$ cat src/rtl/reset_sequencer_pkg.sv
// reset_sequencer_pkg: state encoding, event counter width and counter sizing helper
package reset_sequencer_pkg;

    typedef enum logic [1:0] {POWERUP, IDLE, PULSE, HOLDOFF} seqState_t;

    localparam int EVT_CNT_W = 8;

    function automatic int cntWidth(input int a, input int b, input int c);
        int m;
        m = (a > b) ? a : b;
        m = (m > c) ? m : c;
        return $clog2(m + 1);
    endfunction

endpackage

$ cat src/rtl/rst_seq_chan.sv
// rst_seq_chan: one monitored input - synchroniser, shadow copy, masking and change flag
// Glitch filter is compiled in when RESET_SEQUENCER_GLITCH_FILTER_EN is defined.
module rst_seq_chan #(
    parameter int SYNC_STAGES = 2
`ifdef RESET_SEQUENCER_GLITCH_FILTER_EN
    , parameter int FILTER_CYCLES = 4
`endif
) (
    input  logic iCLK,
    input  logic iRST_N,
    input  logic iCase,
    input  logic iMask,
    input  logic iLoad,
    output logic oChange
);

    logic [SYNC_STAGES-1:0] syncChain;
    logic shadow;
    logic diff;

    assign diff = (syncChain[SYNC_STAGES-1] ^ shadow) & iMask;

    // Masked channels track the input so re-enabling never fires on old history
    always_ff @(posedge iCLK or negedge iRST_N) begin
        if (!iRST_N) begin
            syncChain <= '0;
            shadow    <= 1'b0;
        end else begin
            syncChain <= {syncChain[SYNC_STAGES-2:0], iCase};
            if (iLoad || oChange || !iMask) shadow <= syncChain[SYNC_STAGES-1];
        end
    end

`ifdef RESET_SEQUENCER_GLITCH_FILTER_EN
    localparam int FW = $clog2(FILTER_CYCLES + 1);
    logic [FW-1:0] stableCnt;

    assign oChange = diff && (stableCnt == FW'(FILTER_CYCLES));

    always_ff @(posedge iCLK or negedge iRST_N) begin
        if (!iRST_N) stableCnt <= '0;
        else         stableCnt <= (diff && !oChange && !iLoad) ? stableCnt + FW'(1) : '0;
    end
`else
    assign oChange = diff;
`endif

endmodule

$ cat src/rtl/reset_sequencer.sv
// reset_sequencer: power-on reset followed by change/force triggered reset pulses with hold-off
// Optional per-channel glitch filter: define RESET_SEQUENCER_GLITCH_FILTER_EN.
module reset_sequencer
    import reset_sequencer_pkg::*;
#(
    parameter int NUM_CH         = 12,
    parameter int POR_CYCLES     = 1048575,
    parameter int PULSE_CYCLES   = 16,
    parameter int HOLDOFF_CYCLES = 1024,
    parameter int SYNC_STAGES    = 2,
    parameter int FILTER_CYCLES  = 4
) (
    input  logic                 iCLK,
    input  logic                 iRST_N,
    input  logic [NUM_CH-1:0]    iCASE,
    input  logic [NUM_CH-1:0]    iMASK,
    input  logic                 iFORCE,
    output logic                 oRESET,
    output logic                 oBUSY,
    output logic [NUM_CH-1:0]    oCAUSE,
    output logic [EVT_CNT_W-1:0] oEVT_CNT
);

    localparam int CW = cntWidth(POR_CYCLES, PULSE_CYCLES, HOLDOFF_CYCLES);

    if (NUM_CH < 1 || NUM_CH > 32 || POR_CYCLES < 1 || PULSE_CYCLES < 1 ||
        HOLDOFF_CYCLES < 0 || SYNC_STAGES < 2 || FILTER_CYCLES < 1) begin : gBadParams
        $error("reset_sequencer: illegal parameter set");
    end

    seqState_t state, stateNext;
    logic [CW-1:0] cnt;
    logic [NUM_CH-1:0] change, pending, pendNext;
    logic pendForce, forceNext, fire, load;

    for (genvar i = 0; i < NUM_CH; i++) begin : gChan
        rst_seq_chan #(
            .SYNC_STAGES(SYNC_STAGES)
`ifdef RESET_SEQUENCER_GLITCH_FILTER_EN
            , .FILTER_CYCLES(FILTER_CYCLES)
`endif
        ) uChan (
            .iCLK(iCLK),
            .iRST_N(iRST_N),
            .iCase(iCASE[i]),
            .iMask(iMASK[i]),
            .iLoad(load),
            .oChange(change[i])
        );
    end

    always_comb begin
        stateNext = state;
        load      = 1'b0;
        fire      = 1'b0;
        pendNext  = pending | change;
        forceNext = pendForce | iFORCE;
        unique case (state)
            POWERUP: begin
                load      = cnt == CW'(POR_CYCLES - 1);
                stateNext = load ? IDLE : POWERUP;
            end
            IDLE: begin
                fire      = (|pendNext) || forceNext;
                stateNext = fire ? PULSE : IDLE;
            end
            PULSE:
                if (cnt == CW'(PULSE_CYCLES - 1)) stateNext = (HOLDOFF_CYCLES == 0) ? IDLE : HOLDOFF;
            HOLDOFF:
                if (cnt == CW'(HOLDOFF_CYCLES - 1)) begin
                    fire      = (|pendNext) || forceNext;
                    stateNext = fire ? PULSE : IDLE;
                end
        endcase
    end

    // Counter restarts on every state entry, including a HOLDOFF->PULSE retrigger
    always_ff @(posedge iCLK or negedge iRST_N) begin
        if (!iRST_N) begin
            state     <= POWERUP;
            cnt       <= '0;
            pending   <= '0;
            pendForce <= 1'b0;
            oRESET    <= 1'b0;
            oBUSY     <= 1'b1;
            oCAUSE    <= '0;
            oEVT_CNT  <= '0;
        end else begin
            state     <= stateNext;
            cnt       <= (stateNext != state || fire) ? '0 : cnt + CW'(1);
            pending   <= (fire || state == POWERUP) ? '0 : pendNext;
            pendForce <= (fire || state == POWERUP) ? 1'b0 : forceNext;
            oRESET    <= stateNext == IDLE || stateNext == HOLDOFF;
            oBUSY     <= stateNext != IDLE;
            if (fire) begin
                oCAUSE   <= pendNext;
                oEVT_CNT <= (&oEVT_CNT) ? oEVT_CNT : oEVT_CNT + EVT_CNT_W'(1);
            end
        end
    end

endmodule

$ cat config.mk
export PLATFORM = sky130hd
export DESIGN_NAME = reset_sequencer
export DESIGN_NICKNAME = d
export VERILOG_FILES = /design/src/rtl/reset_sequencer_pkg.sv /design/src/rtl/rst_seq_chan.sv /design/src/rtl/reset_sequencer.sv
export SDC_FILE = /design/constraint.sdc
export NUM_CORES = 1
export LEC_CHECK = 0
export BUFFER_PORTS_ARGS = -buffer_cell sky130_fd_sc_hd__clkbuf_2
export CORE_MARGIN = 4
export CORE_UTILIZATION = 30
export CTS_CLUSTER_SIZE = 20
export DETAILED_ROUTE_END_ITERATION = 10
export GPL_ROUTABILITY_DRIVEN = 0
export PLACE_DENSITY = 0.58
export SYNTH_ARGS = -nofsm -noshare
export SYNTH_HDL_FRONTEND = slang
export SYNTH_SLANG_ARGS = --single-unit
$ cat constraint.sdc
create_clock -name iCLK -period 4 [get_ports iCLK]
set_input_delay 0.8 -clock iCLK [delete_from_list [all_inputs] [get_ports iCLK]]
set_output_delay 0.8 -clock iCLK [all_outputs]
set_load 0.02 [all_outputs]
After elaboration in Yosys (flattened, before gate mapping)
Cells that the tools add are included.
{"block": "totals", "input_bits": 27, "reg_bits": 93, "wordCells": 126, "output_inout_bits": 22}
{"block": "op_classes", "n_bitwise": 27, "eq_ne": 10, "add_sub_neg": 2, "n_reduce_logical": 44, "n_mux": 11}
{"op": "$logic_or A1 B1 Y1", "n": 28}
{"op": "$add A20 B1 Y20 const B", "n": 1}
{"op": "$eq A20 B10 Y1 const B", "n": 1}
{"op": "$eq A20 B20 Y1 const B", "n": 1}
{"op": "$eq A20 B4 Y1 const B", "n": 1}
{"op": "$mux W20", "n": 1}
{"op": "$and A1 B1 Y1", "n": 12}
{"op": "$logic_not A1 Y1", "n": 12}
{"op": "$mux W12", "n": 1}
{"op": "$or A12 B12 Y12", "n": 1}
{"op": "$reduce_or A12 Y1", "n": 1}
{"op": "$xor A1 B1 Y1", "n": 12}
{"op": "$add A8 B1 Y8 const B", "n": 1}
{"op": "$pmux W2 S4", "n": 1}
{"op": "$reduce_and A8 Y1", "n": 1}
{"op": "$eq A2 B2 Y1 const B", "n": 3}
{"op": "$mux W2", "n": 3}
{"op": "$eq A2 B1 Y1 const B", "n": 2}
{"op": "$mux W1", "n": 4}
{"op": "$logic_not A2 Y1", "n": 1}
{"op": "$ne A2 B1 Y1 const B", "n": 1}
{"op": "$ne A2 B2 Y1", "n": 1}
{"op": "$pmux W1 S2", "n": 1}
{"op": "$reduce_and A2 Y1", "n": 1}
{"op": "2 further kinds", "n": 2}

Longest topological paths before layout
{"block": "logic_depth", "depth_word": 11, "ltp_mapped": 9, "mapped_depth_nobuf": 8}

Modules after synthesis
From an unflattened synthesis, not the netlist that was laid out.
{"block": "unflattened", "cells_unflattened": 328, "area_unflattened_um2": 3794.9}
{"mod": "reset_sequencer", "n_inst": 1, "cells_per_inst": 256, "seq_area_each_um2": 1427.6, "area_per_inst_um2": 2668.8}
{"mod": "rst_seq_chan", "n_inst": 12, "cells_per_inst": 6, "seq_area_each_um2": 75.1, "area_per_inst_um2": 93.8}

Worst setup path after synthesis
Ideal clock, no wire load.
{"block": "synth_path", "path_kind": "input to register", "start": "in iMASK[0]", "end": "reg cnt[10]", "arrival_time_ps": 2310, "setup_time_ps": 70, "cell_stages": 7, "path_buffers": 2, "t_required_ps": 3930, "path_slack_ps": 1620, "path_cell_list": "a21oi_1 > nand4_1 > or4_4 > buf_6 > o311a_4 > buf_6 > nor2_2"}
{"block": "synth_between", "elab_chain_cells": 10, "word_cells_on_any_way": 12, "cone_classes": "eq/ne (1); mux (6); bitwise (2); reduce/logical (3)"}
{"element": "start, declared", "line": "reset_sequencer.sv:16", "text": "input logic [NUM_CH-1:0] iMASK,"}
{"element": "$and A1 B1 Y1 (*)", "line": "rst_seq_chan.sv:21", "text": "assign diff = (syncChain[SYNC_STAGES-1] ^ shadow) & iMask;"}
{"element": "$or A12 B12 Y12 (*)", "line": "reset_sequencer.sv:56", "text": "pendNext = pending | change;"}
{"element": "$reduce_or A12 Y1 (*)", "line": "reset_sequencer.sv:64, reset_sequencer.sv:71"}
{"element": "$logic_or A1 B1 Y1 (*)", "line": "reset_sequencer.sv:64, reset_sequencer.sv:71"}
{"element": "$mux W2", "line": "reset_sequencer.sv:65, reset_sequencer.sv:72"}
{"element": "$mux W2", "line": "reset_sequencer.sv:70", "text": "if (cnt == CW'(HOLDOFF_CYCLES - 1)) begin"}
{"element": "$pmux W2 S4", "line": "reset_sequencer.sv:58", "text": "unique case (state)"}
{"element": "$ne A2 B2 Y1", "line": "reset_sequencer.sv:90", "text": "cnt <= (stateNext != state || fire) ? '0 : cnt + CW'(1);"}
{"element": "$logic_or A1 B1 Y1 (*)", "line": "reset_sequencer.sv:90"}
{"element": "$mux W20 (*)", "line": "reset_sequencer.sv:90"}
{"element": "end signal, assigned", "line": "reset_sequencer.sv:90"}
{"element": "end, declared", "line": "reset_sequencer.sv:32", "text": "logic [CW-1:0] cnt;"}
Mark *: on every way between the ends. The rest lies on a longest branch, timed or not.
A chain may end at the register's enable or synchronous reset.

Final worst setup path
{"block": "layout_path", "start": "reg cnt[0]", "end": "reg oCAUSE[5]"}
{"block": "layout_between", "elab_chain_cells": 3}
{"element": "$eq A20 B10 Y1", "line": "reset_sequencer.sv:70"}
{"element": "$mux W1", "line": "reset_sequencer.sv:70"}
{"element": "$pmux W1 S2", "line": "reset_sequencer.sv:58"}
{"element": "end signal, assigned", "line": "reset_sequencer.sv:96", "text": "oCAUSE <= pendNext;"}
{"element": "end, declared", "line": "reset_sequencer.sv:20", "text": "output logic [NUM_CH-1:0] oCAUSE,"}
Every way passes these cells.

==> impl_metrics.ini <==
[run_status]
status = finished, final reports clean

[logic_synthesis]
synth_cells = 307
synth_top_family_by_area = simple AND/OR/NAND/NOR gates
syn_nets = 337
syn_area_sq_mm = 0.00372
synthTopCellsByArea = dfrtp_1 62%, xnor2_1 4.9%, xor2_1 3.5%, nor2_2 3.4%, mux2i_1 3.2%
synth_edf_count = 0
yosysUniqueCellTypes = 42
synthArstFlopShare_pct = 100
ys_ff_latch = 93
synth-xor-area-share_pct = 8.46
synth-main-ff-cell = dfrtp_1
syn_area_per_cell_sq_um = 12.1
synth-compound-area-share_pct = 4.03
yosysWarnings = 0
synth_top_area_share_pct = 61.8
yosysTopAreaCell = dfrtp_1
synthAdderAreaFrac_pct = 1.01
synth_simple_gate_area_share_pct = 15.8
yosysMostFrequentCell = dfrtp_1
seq_area_frac_synth_pct = 62.5
synth_mux_area_share_pct = 3.53
ys_top_cells_by_count = 92 x dfrtp_1, 26 x nor2_1, 21 x xnor2_1, 20 x nor2_2, 17 x inv_1

[grt]
grt-ovfl-total = 0
grt_max_degree = 75
grt_pass1_wl_um = 12200
grt_pass1_vias = 2366
antenna_found_initial = 0
track_usage_pct = 10.8

[worst_setup_path]
crit_path_max_incr_delay_ns = 0.60
path_class = reg2reg
r2r_cells = 7
worst_setup_path_start_kind = register
r2r_slack_ns = 1.25
crit_chain = ha_1 > nand3_1 > nor3_1 > a21boi_2 > nor3_2 > buf_4 > mux2i_1
cp_slowest_cell = nor3_1
crit_start = cnt[0]
cp-end-kind = register
crit_end = oCAUSE[5]
r2r_end = oCAUSE[5]
path_max_fanout = 7
cp.arrival_ns = 3.01
rr_startpoint = cnt[0]
required_ns = 4.27

[route]
viasPerCell = 4.30
drcViolationCount = 0
drtIter0Drc = 132
vias = 2248
wl_met1_um = 3250
routed_wl_um = 6880
wl_per_cell_um = 13.1
top_layer = met4
firstDrtPassIters = 4
wl_met2_um = 3220
route.met3.wl_um = 304
ant_nets = 0

[timing]
worst_slack_ns = 1.25
min_period_ns = 2.75
fmax_mhz = 364
tns_ns = 0
setup_viol_count_final = 0
worst_slew_pin_slew_ns = 0.913
fin_skew_ns = 0.00893
relSlewSlack_pct = 39.1
rsz0062_at_grt = no
finalCritPeriodShare_pct = 68.6
hold_violations = 0
maxSlewViolCount = 0

[finish]
final_util_pct = 36.8
drive_above_1_share_pct = 27.0
nNetsFinal = 380
diodes = 0
nFillCells = 1181
syn_to_final_growth_pct = 19.0

[clocking]
post_cts_resized = 0
cts_hold_buf = 0
cts_root_buffer = clkbuf_16
post_cts_buffers = 0
clkSlewWorstSetupHoldPaths_ns = 0.07
cts_tree = built
insertion_delay_ns = 0.34
ctsHtreeMaxLevel = 3
numClockSinks = 93
numCtsBuffers = 9
cts_max_path_buffers = 2

[floorplanning]
io_pins = 49
rows = 40
start_util_pct = 30.9
dieArea_sq_mm = 0.0143
fp.dieW_um = 119
core-area_sq_mm = 0.0121
die_h_um = 119

[worst_hold_path]
hold_class = reg2reg

[placed_design]
port_buffers = 48
place_ws_ns = 1.19
dp_hpwl_um = 4840

[power]
ir_worst_vdd_uv = 223
pwr-share-comb_pct = 14.8
p_int_uw = 1840
clkPwrFrac_pct = 38.8
p_sw_share_pct = 27.4
powerDensity_mw_per_mm2 = 571
p_leak_uw = 0.00191
power.switching_uw = 694
seq_power_share_pct = 46.3

[job]
maxCapViolCount = 0
==> cell families after synthesis <==
logic type / after synthesis
AO/OA/AOI/OAI: 22
XOR/XNOR: 36
AND/OR/NAND/NOR: 105
flip-flops: 93
buffers and inverters: 35
adder cells (fa/ha/maj): 3
multiplexers: 13
==> flip-flops by register name, indices dropped and copies added, names as in the netlist <==
signal                 count
gChan.uChan.syncChain     24
cnt                       20
gChan.uChan.shadow        12
oCAUSE                    12
pending                   12
oEVT_CNT                   8
state                      2
oBUSY                      1
oRESET                     1
pendForce                  1
==> power groups by stage <==
stage	Clock, uW	Combinational, uW	Sequential (uW)
floorplan	0	202	1230
global placement	0	378	1190
detailed placement	0	386	1190
CTS	1010	387	1170
global route	1050	424	1190
finish	983	375	1170
==> metal layers <==
layer / GRT usage [%] / vias up
met2: 16.6 / 39
met1: 14.1 / 1108
li1: - / 1092
met4: 3.87 / 0
met3: 3.75 / 9
met5: 0 / -
==> cell usage in the layout (no fill, tap or decap), types with 2 or more instances in the layout <==
| cell type | count |
|---|---|
| dfrtp_1 | 92 |
| clkbuf_2 | 47 |
| nor2_1 | 26 |
| xnor2_1 | 21 |
| nor2_2 | 20 |
| inv_1 | 17 |
| xor2_1 | 15 |
| a21oi_1 | 13 |
| nand2_1 | 12 |
| mux2i_1 | 12 |
| nand3_1 | 11 |
| clkbuf_16 | 9 |
| nand4_1 | 8 |
| nor3_1 | 4 |
| and3_1 | 4 |
| or3_1 | 3 |
| ha_1 | 3 |
| bufinv_16 | 3 |
| buf_4 | 3 |
| or4_1 | 2 |
| and2_1 | 2 |
| nor4_1 | 2 |
| o211ai_1 | 2 |
| nor3_2 | 2 |
==> final cells by class <==
class,instances,area (sq um),area share [%]
Clock inverter,5,106,2.40
Tap cell,168,210,4.74
Clock buffer,11,243,5.48
Sequential cell,93,2330,52.5
Multi-Input combinational cell,179,1220,27.6
Timing Repair Buffer,50,258,5.81
Inverter,17,63.8,1.44
==> worst min-delay path by stage <==
stage	startpoint	slack, ns	cells past startpoint	endpoint
2_1_floorplan	gChan[0].uChan.syncChain[0]	0.33	0	gChan[0].uChan.syncChain[1]
3_3_place_gp	gChan[0].uChan.syncChain[0]	0.33	0	gChan[0].uChan.syncChain[1]
3_5_place_dp	gChan[3].uChan.syncChain[0]	0.34	0	gChan[3].uChan.syncChain[1]
4_1_cts	gChan[3].uChan.syncChain[0]	0.35	0	gChan[3].uChan.syncChain[1]
5_1_grt	gChan[4].uChan.syncChain[0]	0.35	0	gChan[4].uChan.syncChain[1]
6_report	gChan[4].uChan.syncChain[0]	0.35	0	gChan[4].uChan.syncChain[1]
==> worst max-delay path: cells and delay by family (launching register included) <==
| kind | cells | cell delay (ns) |
|---|---|---|
| DFF | 1 | 0.42 |
| buffers and inverters | 1 | 0.30 |
| AOI/OAI and AO/OA | 1 | 0.19 |
| and+or+nand+nor | 3 | 1.36 |
| adders and majority gates | 1 | 0.21 |
| muxes | 1 | 0.20 |
==> through the flow <==
stage                     area, sq um  power [uW]  hold WS (ns)  instances
after floorplan                  3720        1430         0.331        307
after global placement           4080        1570         0.333        507
after detailed placement         4080        1580         0.336        507
after CTS                        4430        2570         0.350        523
after global routing             4430        2660         0.353        523
final                            4430        2530         0.348        523
(Power assumes the default switching activity.)
